File: config.mk
export PLATFORM = sky130hd
export DESIGN_NAME = gray_sobel_edge
export DESIGN_NICKNAME = d
export VERILOG_FILES = /design/src/rtl/gray_sobel_edge.sv
export SDC_FILE = /design/constraint.sdc
export NUM_CORES = 2
export LEC_CHECK = 0
export ABC_AREA = 1
export CORE_ASPECT_RATIO = 0.6
export CORE_UTILIZATION = 45
export CTS_BUF_LIST = sky130_fd_sc_hd__clkbuf_8
export DETAILED_ROUTE_END_ITERATION = 8
export DONT_BUFFER_PORTS = 1
export PLACE_DENSITY = 0.6
export SYNTH_ARGS = -nofsm -noshare
export SYNTH_HDL_FRONTEND = slang
export SYNTH_SLANG_ARGS = --single-unit
File: constraint.sdc
create_clock -name clk -period 6.15 [get_ports clk]
set_input_delay 1.23 -clock clk [delete_from_list [all_inputs] [get_ports clk]]
set_output_delay 1.23 -clock clk [all_outputs]
set_load 0.01 [all_outputs]
File: src/rtl/gray_sobel_edge.sv
// Streaming 3x3 Sobel edge detector: raster-scans a grayscale BRAM and writes |Gx|+|Gy| of interior pixels.
// Define SOBEL_BIN_EN to binarize the output against THRESHOLD (255 / 0).
module gray_sobel_edge #(
    parameter int unsigned IMG_WIDTH  = 220,
    parameter int unsigned IMG_HEIGHT = 220,
    parameter int unsigned ADDR_WIDTH = 16,
    parameter int unsigned THRESHOLD  = 64
) (
    input  logic                  clk,
    input  logic                  rstn,
    input  logic                  start,
    output logic [ADDR_WIDTH-1:0] rd_addr,
    input  logic [7:0]            rd_data,
    output logic                  wr_en,
    output logic [ADDR_WIDTH-1:0] wr_addr,
    output logic [7:0]            wr_data,
    output logic                  busy,
    output logic                  finish
);

    localparam int unsigned NUM_PIX = IMG_WIDTH * IMG_HEIGHT;
    localparam int unsigned COL_W   = $clog2(IMG_WIDTH);
    localparam int unsigned ROW_W   = $clog2(IMG_HEIGHT);

    localparam logic [ADDR_WIDTH-1:0] LAST_ADDR = ADDR_WIDTH'(NUM_PIX - 1);
    localparam logic [ADDR_WIDTH-1:0] CTR_OFS   = ADDR_WIDTH'(IMG_WIDTH + 1);
    localparam logic [COL_W-1:0]      LAST_COL  = COL_W'(IMG_WIDTH - 1);
    localparam logic [7:0]            THR       = 8'((THRESHOLD > 255) ? 255 : THRESHOLD);

`ifdef SOBEL_BIN_EN
    localparam bit BIN_EN = 1'b1;
`else
    localparam bit BIN_EN = 1'b0;
`endif

    typedef enum logic [1:0] {
        IDLE  = 2'd0,
        SCAN  = 2'd1,
        DRAIN = 2'd2,
        DONE  = 2'd3
    } state_t;

    state_t state;

    logic                  rd_vld;
    logic                  win_vld;
    logic [ROW_W-1:0]      row;
    logic [COL_W-1:0]      col;
    logic [ADDR_WIDTH-1:0] pix_idx;
    logic [ADDR_WIDTH-1:0] win_addr;

    logic [7:0] lb1 [IMG_WIDTH];
    logic [7:0] lb2 [IMG_WIDTH];
    logic [7:0] p00, p01, p02, p10, p11, p12, p20, p21, p22;

    logic [9:0]         gx_pos_c, gx_neg_c, gy_pos_c, gy_neg_c;
    logic signed [10:0] gx_c, gy_c;
    logic [10:0]        gx_abs_c, gy_abs_c;
    logic [11:0]        mag_c;
    logic [7:0]         sat_c;
    logic [7:0]         pix_out_c;

    // Pass sequencing: address generation, busy and finish
    always_ff @(posedge clk or negedge rstn) begin
        if (!rstn) begin
            state   <= IDLE;
            rd_addr <= '0;
            busy    <= 1'b0;
            finish  <= 1'b0;
        end else begin
            finish <= 1'b0;
            case (state)
                IDLE: begin
                    if (start) begin
                        state   <= SCAN;
                        busy    <= 1'b1;
                        rd_addr <= '0;
                    end
                end
                SCAN: begin
                    if (rd_addr == LAST_ADDR) begin
                        state   <= DRAIN;
                        rd_addr <= '0;
                    end else begin
                        rd_addr <= rd_addr + ADDR_WIDTH'(1);
                    end
                end
                DRAIN: begin
                    if (!rd_vld && !win_vld) begin
                        state  <= DONE;
                        busy   <= 1'b0;
                        finish <= 1'b1;
                    end
                end
                DONE: begin
                    state <= IDLE;
                end
                default: begin
                    state <= IDLE;
                end
            endcase
        end
    end

    // Track each returning pixel and push window results to the edge BRAM
    always_ff @(posedge clk or negedge rstn) begin
        if (!rstn) begin
            rd_vld   <= 1'b0;
            win_vld  <= 1'b0;
            row      <= '0;
            col      <= '0;
            pix_idx  <= '0;
            win_addr <= '0;
            wr_en    <= 1'b0;
            wr_addr  <= '0;
            wr_data  <= '0;
        end else begin
            rd_vld  <= (state == SCAN);
            win_vld <= 1'b0;
            if (state == IDLE && start) begin
                row     <= '0;
                col     <= '0;
                pix_idx <= '0;
            end else if (rd_vld) begin
                // Window centre sits one row up and one column left of the new pixel
                win_vld  <= (row >= ROW_W'(2)) && (col >= COL_W'(2));
                win_addr <= pix_idx - CTR_OFS;
                pix_idx  <= pix_idx + ADDR_WIDTH'(1);
                if (col == LAST_COL) begin
                    col <= '0;
                    row <= row + ROW_W'(1);
                end else begin
                    col <= col + COL_W'(1);
                end
            end
            wr_en <= win_vld;
            if (win_vld) begin
                wr_addr <= win_addr;
                wr_data <= pix_out_c;
            end
        end
    end

    // Line buffers and 3x3 window; contents are fully rewritten before any window is used
    always_ff @(posedge clk) begin
        if (rd_vld) begin
            lb1[col] <= rd_data;
            lb2[col] <= lb1[col];
            p00 <= p01;  p01 <= p02;  p02 <= lb2[col];
            p10 <= p11;  p11 <= p12;  p12 <= lb1[col];
            p20 <= p21;  p21 <= p22;  p22 <= rd_data;
        end
    end

    // Sobel kernels, magnitude and saturation
    always_comb begin
        gx_pos_c  = {2'b00, p02} + {1'b0, p12, 1'b0} + {2'b00, p22};
        gx_neg_c  = {2'b00, p00} + {1'b0, p10, 1'b0} + {2'b00, p20};
        gy_pos_c  = {2'b00, p20} + {1'b0, p21, 1'b0} + {2'b00, p22};
        gy_neg_c  = {2'b00, p00} + {1'b0, p01, 1'b0} + {2'b00, p02};
        gx_c      = $signed({1'b0, gx_pos_c}) - $signed({1'b0, gx_neg_c});
        gy_c      = $signed({1'b0, gy_pos_c}) - $signed({1'b0, gy_neg_c});
        gx_abs_c  = gx_c[10] ? $unsigned(-gx_c) : $unsigned(gx_c);
        gy_abs_c  = gy_c[10] ? $unsigned(-gy_c) : $unsigned(gy_c);
        mag_c     = {1'b0, gx_abs_c} + {1'b0, gy_abs_c};
        sat_c     = (mag_c > 12'd255) ? 8'hFF : mag_c[7:0];
        pix_out_c = sat_c;
        if (BIN_EN) begin
            pix_out_c = (sat_c >= THR) ? 8'hFF : 8'h00;
        end
    end

endmodule

==> flow_summary_export.csv <==
group,metric,value,unit
critical_path,path_max_fanout,8,
cts,cts-htree-levels,6,
placement,placed_cell_area,0.161,sq mm
critical_path,cp.depth,24,
final_layout,seq_area,0.110,sq mm
route,ant_nets,0,
critical_path,r2r_slack,0.51,ns
grt,grt_overflow,0,
cts,path_clk_slew,0.07,ns
die,start_util,45.2,%
critical_path,worstRegToRegCells,24,
synthesis,netlist.top_cell.by_area,"edfxtp_1",
timing,final.min_clock_period,5.64,ns
critical_path,startpoint,"p02[6]",
route,totalWireLength,467000,um
cts,clock_sinks,3687,
cts,numCtsBuffers,543,
final_layout,area_delta_synth_final,10.6,%
timing,hold_viol_final,0,
grt,grt_pass1_wl,673000,um
placement,dp_hpwl,268000,um
route,viasPerCell,5.42,
timing,fin_crit_sh,91.7,%
timing,setup_violations,0,
placement,port-buffer-count,0,
die,num_rows,166,
placement,numPlacedInstances,18197,
final_layout,n_fill_cell,30315,
timing,fmax,177,MHz
critical_path,critical_path.top_delay_family,"adder cells",
critical_path,worstReg2RegEnd,"wr_data[4]",
pwr,p_leak,64.1,nW
grt,grt_max_degree,222,
synthesis,ys_top_cells_by_area,"edfxtp_1, nand2_1, nor2_1, o21ai_0, inv_1",
critical_path,cp.required,7.11,ns
grt,grt_usage,26.5,%
timing,drv_slew,0,
timing,finalSetupTns,0,ns
synthesis,ys.flop_type,"edfxtp_1",
synthesis,synth_edf_count,3592,
critical_path,crit_type,"reg2reg",
placement,gp_congestion,0.896,
critical_path,cp_slowest_cell,"fa_1",
critical_path,worstSetupStartpointType,"register",
cts,cts_tree,"done",
final_layout,fin_area,0.171,sq mm
pwr,vdd_drop_max,0.00219,V
die,fp.coreArea,0.341,sq mm
timing,relSlewSlack,2.42,%
route,num_vias,103962,
job,cap_viol_max_count,0,
synthesis,synth_fp_nets,14024,
route,drtPass1Iterations,6,
critical_path,crit_chain,"fa_1 -> inv_1 -> fa_1 -> inv_1 -> fa_1 -> ha_1 -> nand2_1 -> nor3_1 -> nand3_1 -> nand3_1 -> inv_1 -> nand2_1 -> o21ai_0 -> ha_1 -> nand2_1 -> nand2_1 -> o21ai_0 -> o21ai_0 -> nand3_1 -> nand3_1 -> nand3_1 -> nor2_1 -> buf_4 -> a21oi_1",
route,wl_per_cell,24.4,um
hold_path,worstHoldPathType,"in2async",
final_layout,layout.nets,14330,
synthesis,syn_inst,13901,
timing,rsz0062_at_grt,"false",
die,pin_count,54,
critical_path,endpoint_kind,"register",
synthesis,ys_async_sr_fraction,2.58,%
route,drtIter0Drc,15635,
final_layout,drive_gt1_share,8.07,%
cts,cts_buffer_depth,4,
final_layout,fin_util,50.0,%
grt,grt_pass1_vias,93886,
synthesis,synth_top_area_share,70.0,%
critical_path,critPathBufInv,4,
critical_path,crit_path_max_incr_delay,0.56,ns
synthesis,yosysWarnings,0,
synthesis,synth_area_per_cell,11.1,sq um
timing,worst_slew_pin_slew,1.45,ns
critical_path,r2r-start,"p02[6]",
timing,finalClockSkew,0.0771,ns
die,fp.dieW,758,um
critical_path,cp.arrival,6.60,ns
critical_path,crit_top_cell,"nand3_1",
synthesis,ys_types,42,
run_status,outcome,"completed",
synthesis,ys_seq_area_share,71.5,%
die,fp.dieH,455,um
route,drc,0,
final_layout,stdcell_count,19164,
grt,antenna_found_initial,19,
die,dieArea,0.345,sq mm
final_layout,multiInputGateArea,0.0379,sq mm
pwr,p_per_area,529,mW/mm^2
synthesis,syn_area,0.154,sq mm
cts,clk_latency,1.12,ns
synthesis,ys_ff_latch,3687,
cts,cts_root_buf,"clkbuf_8",
[cell usage in the layout, fill, tap and decap left out, types with 4 or more instances in the layout]
cell type / synthesis / final
nand2_1: 3846 / 3825
edfxtp_1: 3592 / 3592
nor2_1: 2672 / 2666
o21ai_0: 1191 / 1191
inv_1: 634 / 835
clkbuf_8: 0 / 571
buf_4: 37 / 418
nand3_1: 330 / 325
a21oi_1: 259 / 259
o21ai_1: 221 / 221
clkinv_1: 13 / 130
dfrtp_1: 95 / 92
buf_12: 0 / 74
fa_1: 63 / 63
ha_1: 49 / 49
o22ai_1: 41 / 41
nand4_1: 35 / 35
nor3_1: 34 / 34
xor2_1: 31 / 31
clkinv_2: 0 / 30
nand2_2: 2 / 18
clkinvlp_4: 0 / 18
diode_2: 0 / 13
xnor2_1: 10 / 10
inv_6: 1 / 8
nor2_2: 3 / 7
inv_2: 7 / 6
a31oi_1: 6 / 6
nand3_4: 0 / 5
and3_1: 5 / 5
nor4_1: 5 / 5
nand2_4: 0 / 4
nand3b_1: 4 / 4
bufinv_16: 0 / 4
[worst reg2reg max path, cell delays in order, from the launching register on]
cell,delay [ns]
edfxtp_1,0.47
fa_1,0.56
inv_1,0.05
fa_1,0.52
inv_1,0.05
fa_1,0.44
ha_1,0.35
nand2_1,0.08
nor3_1,0.53
nand3_1,0.14
nand3_1,0.33
inv_1,0.25
nand2_1,0.10
o21ai_0,0.13
ha_1,0.30
nand2_1,0.05
nand2_1,0.08
o21ai_0,0.13
o21ai_0,0.31
nand3_1,0.16
nand3_1,0.10
nand3_1,0.08
nor2_1,0.09
buf_4,0.17
a21oi_1,0.07
[worst max-delay path by stage]
stage	endpoint
6_report	wr_data[4]
4_1_cts	wr_data[1]
3_5_place_dp	wr_data[2]
5_1_grt	wr_data[3]
2_1_floorplan	lb2[0][5]
3_3_place_gp	wr_data[0]
[cells in the mapped netlist, types with 3 or more instances]
cell type,instances
nand2_1,3846
edfxtp_1,3592
nor2_1,2672
o21ai_0,1191
inv_1,634
nand3_1,330
buf_2,310
a21oi_1,259
clkbuf_1,259
o21ai_1,221
dfrtp_1,95
buf_1,63
fa_1,63
buf_6,62
ha_1,49
o22ai_1,41
buf_4,37
nand4_1,35
nor3_1,34
xor2_1,31
clkinv_1,13
xnor2_1,10
inv_2,7
a31oi_1,6
and3_1,5
nor4_1,5
nand3b_1,4
o31ai_1,4
nor2_2,3
o32ai_1,3
[cell type report]
type	instances	share of cell area, %
Sequential cell	3687	64.7
Multi-Input combinational cell	8827	22.2
Clock buffer	571	4.61
Tap cell	4536	3.33
Timing Repair Buffer	493	2.72
Inverter	655	1.47
Clock inverter	382	1.00
Antenna cell	13	0.0191
[sequential cells by signal (all words and copies together), names as in the netlist, 16 cells and up]
register / cells
pix_idx: 16
wr_addr: 16
win_addr: 16
lb1: 1760
rd_addr: 16
lb2: 1760
[through the flow]
| step | total power [mW] | hold slack (ns) | worst slack (ns) |
|---|---|---|---|
| 2_1_floorplan | 60.5 | 0.352 | 0.388 |
| 3_3_place_gp | 72.1 | 0.403 | 0.523 |
| 3_5_place_dp | 71.9 | 0.407 | 0.594 |
| 4_1_cts | 90.2 | 0.0417 | 0.559 |
| 5_1_grt | 95.2 | 0.0801 | 0.0926 |
| 6_report | 90.2 | 0.0695 | 0.510 |
[logic make-up (layout without fill, tap and decap cells)]
family,count (synthesis),in the layout,share of synthesized area [%]
XOR/XNOR,41,41,0.233
AND/OR/NAND/NOR,6939,6939,17.3
flip-flops,3687,3687,71.5
other,0,13,0
buffers and inverters,1387,2101,4.03
adder cells (fa/ha/maj),112,112,1.22
AO/OA/AOI/OAI,1735,1735,5.70
[routing by layer]
| layer | vias up | track usage [%] | part of all wire, % |
|---|---|---|---|
| met3 | 640 | 8.06 | 13 |
| met2 | 5580 | 34.8 | 39 |
| met5 | - | 0 | 0.020 |
| li1 | 47416 | - | - |
| met4 | 16 | 6.00 | 2.2 |
| met1 | 50310 | 42.6 | 45 |
[where the power goes]
group / total (mW) / internal, mW / switching, mW
Clock: 18.4 / 8.75 / 9.68
Combinational: 40.3 / 12.3 / 28.0
Sequential: 31.5 / 31.1 / 0.345
[repair_timing]
| item | CTS | global route |
|---|---|---|
| resized for setup | 0 | 0 |
| setup endpoints to repair | 0 | 0 |
| hold buffers | 1 | 0 |
| endpoints found under the hold margin | 95 | 0 |
| buffers inserted | 0 | 0 |
Note: power is estimated with default switching activity, not from simulation.
